<file path="src/rtl/avalon_pio_gen.sv">
// Avalon-MM parallel I/O port: per-bit direction, atomic set/clear of output bits,
// synchronised inputs with sticky edge capture and a maskable interrupt.
module avalon_pio_gen #(
    parameter int unsigned       WIDTH     = 8,
    parameter logic [WIDTH-1:0]  RESET_OUT = '0,
    parameter logic [WIDTH-1:0]  RESET_DIR = '0,
    parameter int unsigned       EDGE_TYPE = 0
) (
    input  logic             clk,
    input  logic             reset_n,
    input  logic [2:0]       address,
    input  logic             chipselect,
    input  logic             write_n,
    input  logic             read_n,
    input  logic [WIDTH-1:0] writedata,
    output logic [WIDTH-1:0] readdata,
    input  logic [WIDTH-1:0] in_port,
    output logic [WIDTH-1:0] out_port,
    output logic [WIDTH-1:0] oe,
    output logic             irq
);

    localparam logic [2:0] ADDR_DATA   = 3'd0;
    localparam logic [2:0] ADDR_DIR    = 3'd1;
    localparam logic [2:0] ADDR_MASK   = 3'd2;
    localparam logic [2:0] ADDR_EDGE   = 3'd3;
    localparam logic [2:0] ADDR_OUTSET = 3'd4;
    localparam logic [2:0] ADDR_OUTCLR = 3'd5;

    logic             wr_en;
    logic             rd_en;
    logic [WIDTH-1:0] out_reg;
    logic [WIDTH-1:0] dir_reg;
    logic [WIDTH-1:0] mask_reg;
    logic [WIDTH-1:0] capture;
    logic [WIDTH-1:0] s1;
    logic [WIDTH-1:0] s2;
    logic [WIDTH-1:0] s3;
    logic [WIDTH-1:0] edge_det;
    logic [WIDTH-1:0] cap_clr;
    logic [WIDTH-1:0] rd_mux;

    assign wr_en = chipselect & ~write_n;
    assign rd_en = chipselect & ~read_n;

    // Output data and direction registers, including atomic set/clear aliases
    always_ff @(posedge clk or negedge reset_n) begin
        if (!reset_n) begin
            out_reg  <= RESET_OUT;
            dir_reg  <= RESET_DIR;
            mask_reg <= '0;
        end else if (wr_en) begin
            case (address)
                ADDR_DATA:   out_reg  <= writedata;
                ADDR_DIR:    dir_reg  <= writedata;
                ADDR_MASK:   mask_reg <= writedata;
                ADDR_OUTSET: out_reg  <= out_reg | writedata;
                ADDR_OUTCLR: out_reg  <= out_reg & ~writedata;
                default: ;
            endcase
        end
    end

    // Two-flop synchroniser plus history flop for edge detection
    always_ff @(posedge clk or negedge reset_n) begin
        if (!reset_n) begin
            s1 <= '0;
            s2 <= '0;
            s3 <= '0;
        end else begin
            s1 <= in_port;
            s2 <= s1;
            s3 <= s2;
        end
    end

    always_comb begin
        edge_det = '0;
        if (EDGE_TYPE == 0) begin
            edge_det = s2 & ~s3;
        end else if (EDGE_TYPE == 1) begin
            edge_det = ~s2 & s3;
        end else begin
            edge_det = s2 ^ s3;
        end
    end

    assign cap_clr = (wr_en && (address == ADDR_EDGE)) ? writedata : '0;

    // Sticky capture; a new edge beats a simultaneous write-1-to-clear
    always_ff @(posedge clk or negedge reset_n) begin
        if (!reset_n) begin
            capture <= '0;
        end else begin
            capture <= (capture & ~cap_clr) | edge_det;
        end
    end

    always_comb begin
        rd_mux = '0;
        case (address)
            ADDR_DATA: rd_mux = (dir_reg & out_reg) | (~dir_reg & s2);
            ADDR_DIR:  rd_mux = dir_reg;
            ADDR_MASK: rd_mux = mask_reg;
            ADDR_EDGE: rd_mux = capture;
            default:   rd_mux = '0;
        endcase
    end

    // Read data sampled from pre-write register state, held between reads
    always_ff @(posedge clk or negedge reset_n) begin
        if (!reset_n) begin
            readdata <= '0;
        end else if (rd_en) begin
            readdata <= rd_mux;
        end
    end

    assign out_port = out_reg;
    assign oe       = dir_reg;
    assign irq      = |(capture & mask_reg);

endmodule

</file>
<file path="config.mk">
export PLATFORM = sky130hd
export DESIGN_NAME = avalon_pio_gen
export DESIGN_NICKNAME = d
export VERILOG_FILES = /design/src/rtl/avalon_pio_gen.sv
export SDC_FILE = /design/constraint.sdc
export NUM_CORES = 1
export LEC_CHECK = 0
export ABC_AREA = 1
export CELL_PAD_IN_SITES_DETAIL_PLACEMENT = 0
export CELL_PAD_IN_SITES_GLOBAL_PLACEMENT = 1
export CORE_ASPECT_RATIO = 0.75
export CORE_MARGIN = 5
export CORE_UTILIZATION = 41
export CTS_BUF_LIST = sky130_fd_sc_hd__clkbuf_4
export CTS_CLUSTER_SIZE = 10
export DETAILED_ROUTE_END_ITERATION = 8
export GPL_TIMING_DRIVEN = 0
export PLACE_DENSITY_LB_ADDON = 0.1
export SLEW_MARGIN = 10
export SYNTH_ARGS = -nofsm -noshare
export SYNTH_HDL_FRONTEND = slang
export SYNTH_SLANG_ARGS = --single-unit
</file>
<file path="constraint.sdc">
create_clock -name clk -period 1.2 [get_ports clk]
set_input_delay 0.24 -clock clk [delete_from_list [all_inputs] [get_ports clk]]
set_output_delay 0.24 -clock clk [all_outputs]
set_load 0.02 [all_outputs]
</file>
==> metrics.md <==
| Metric | Value |
|---|---|
| Number of inserted filler cells in the final layout | 633 |
| Final Critical Period | 1640 ps |
| Leakage | 2.03 nW |
| Layout-stage area growth over the synthesis result | 41.1% |
| Maximum resistive drop on vdd | 0.000647 V |
| Total design power | 5.59 mW |
| Fraction of synthesis flops using an asynchronous set or reset pin | 100% |
| Most used standard cell by instance count after synthesis | nand2_1 |
| Max-slew violation count | 0 |
| Number of antenna repair diodes | 0 |
| Complex-gate fraction of the synthesized area | 8.21% |
| Endpoints failing hold | 0 |
| Die boundary width | 106 µm |
| Layout cells sized above 1 | 29.3% |
| Dominant register cell in the synthesized netlist | dfrtp_1 |
| Tightest Pin Transition | 803 ps |
| Count of max-cap constraint violations | 0 |
| Worst hold-check path type | in2reg |
| Crit Path Category | reg2out |
| Antenna violations before repair | 0 |
| Clock Skew | 7.91 ps |
| Slew headroom | 46.5% |
| Routed vias | 2511 |
| TritonCTS clock tree | built |
| Routed WL | 7710 µm |
| Setup crit start | capture[6]$_DFF_PN0_ |
| Crit start category | flip-flop |
| Unrepaired setup endpoints after global routing | yes |
| Area share of fa/ha/maj cells after synthesis | 0% |
| Count of input and output buffers | 47 |
| Reg-to-Reg Start | oe[0]$_DFFE_PN0P_ |
| Clk Tree Root Cell | clkbuf_4 |
| Post-DP HPWL | 4840 µm |
| Post-DR vias/cell | 5.05 |
| Critical path required time | 960 ps |
| Simple-gate share of the synthesized area | 27.9% |
| Starting density of the core | 41.7% |
| Pwr per Cell Area | 1410 nW/µm² |
| Top cell type's share of synthesized area | 57.1% |
| Sort of element at the end of the critical path | primary output |
| CTS H-tree lvls | 3 |
| DRC | 0 |
| Worst EP arrival | 1400 ps |
| Count of flip-flops with a built-in enable after synthesis | 0 |
| YS warnings | 0 |
| FMAX | 608 MHz |
| Number of clock sinks | 64 |
| GRT overflow | 0 |
| Tot GR Track Use | 19.1% |
| Main combinational cell family by area after synthesis | simple AND/OR/NAND/NOR gates |
| Total standard cell area after synthesis | 2810 µm² |
| Average cell area after synthesis | 8.99 µm² |
| Clock latency on the worst-skew pair | 420 ps |
| Wire length of the first global-routing pass | 12500 µm |
| Synth Area in XOR/XNOR | 0% |
| Number of cells on the worst reg-to-reg path | 7 |
| Fin crit share | 137% |
| Final Core Density | 58.8% |
| Cells after DPL | 443 |
| CP Max Fanout | 2 |
| Net count after synthesis | 336 |
| Worst Hold Path Cells | 1 |
| Least setup slack across all paths after layout | -445 ps |
| Outcome | finished with violations |
| Synth area leaders | dfrtp_1, nand2_1, o21ai_1 |
| Via count of the first global-routing pass | 2419 |
| Vertical extent of the die | 81.6 µm |
| Number of DRC violations after detailed-routing iteration 0 | 168 |
| Number of placed I/O pins | 49 |
| # nets final | 432 |
| Clock transition at path regs | 110 ps |
| Drt first pass iters | 4 |
| Wire length per cell | 15.5 µm |
| Routability-driven placement congestion ratio | 0.778 |
| Number of nets still failing antenna checks after routing | 0 |
| Violated checks | setup timing |
| Largest net degree at the start of global routing | 65 |
| Number of setup violations in the final report | 13 |
| Startpoint of the most critical hold path | in_port[1] |
| Max Buffers Root-to-Sink | 2 |
| Post-synthesis mux area share | 0% |
| Post-synthesis sequential area ratio | 57.1% |
| Area of the die | 8610 µm² |
| Most used standard cells in the synthesized netlist | nand2_1, dfrtp_1, o21ai_1 |
| Core Footprint | 6730 µm² |
| Number of non-filler instances in the completed layout | 497 |
| Clock buffers created by TritonCTS | 9 |
| Cell type contributing the most total cell area after synthesis | dfrtp_1 |
| Std-Cell Rows | 26 |
| Count of different cell masters after synthesis | 23 |
| Seq cells post-synth | 64 |
| Number of instances in the synthesized netlist | 312 |
-- cells in the final DEF (no fill, tap or decap), types with 6 or more instances in the layout --
master	n
o21bai_1	6
dfrtp_1	64
nand4_1	18
nand3_1	8
nand2_2	9
inv_1	24
clkbuf_4	10
buf_4	37
buf_6	33
clkdlybuf4s50_1	17
nand2_1	114
o21ai_1	34
-- worst paths after layout --
path	end	slack, ps
max reg2reg	readdata[0]$_DFFE_PN0P_	10
max in group asynchronous	readdata[5]$_DFFE_PN0P_	240
min	s1[1]$_DFF_PN0_	240
min in group asynchronous	out_port[0]$_DFFE_PN0P_	430
max	irq	-440
min reg2reg	s2[0]$_DFF_PN0_	360
-- layer usage --
metal	up-vias	GRT usage, %	part of all wire, %
met3	9	5.42	7.7
li1	1216	-	-
met2	84	28.7	45
met1	1202	26.8	47
met4	0	6.21	0.88
met5	-	0	0
-- critical path, cell delays in order (launching register included) --
cell and delay [ps]:
dfrtp_1 410, nand2_1 80, nand4_1 110, or2_4 250
buf_6 130
-- area by class of cell --
class,count,area (µm²),area share (%)
plain buffers,9,75.1,1.90
clock buffers,10,75.1,1.90
clock inverters,6,60.1,1.52
inverters,29,111,2.81
multi-input cells,208,1090,27.7
flip-flops and latches,64,1600,40.5
well taps,84,105,2.65
repair buffers,87,836,21.1
-- repair_timing --
item                                   in CTS  in global routing
hold buffers                                1                  0
endpoints found under the hold margin      64                  0
gates resized for setup                   162                 21
pin swaps                                   8                 22
buffers inserted                           30                  9
setup endpoints to repair                  65                 53
-- report_power, final --
part           switching, mW  internal (mW)  leakage (nW)  total [mW]
Clock                  0.815          0.647        0.0738        1.46
Sequential             0.181           2.40         0.763        2.58
Combinational          0.770          0.778          1.19        1.55
-- cells by family after synthesis --
family / Yosys count
buffers and inverters: 40
DFF: 64
AOI/OAI and AO/OA: 42
and+or+nand+nor: 166
-- metrics by stage --
step                      cell area (µm²)  setup slack [ps]  hold WS, ps  setup TNS (ps)
after floorplan                      2810              70.9        -55.6               0
after global placement               3380             -2240          333         -167320
after detailed placement             3380              -780          335          -25470
after CTS                            3820              -448          230            -894
after global routing                 3960              -529          207           -2110
final                                3960              -445          244            -655
No activity file was read; power rests on OpenSTA's default activity.
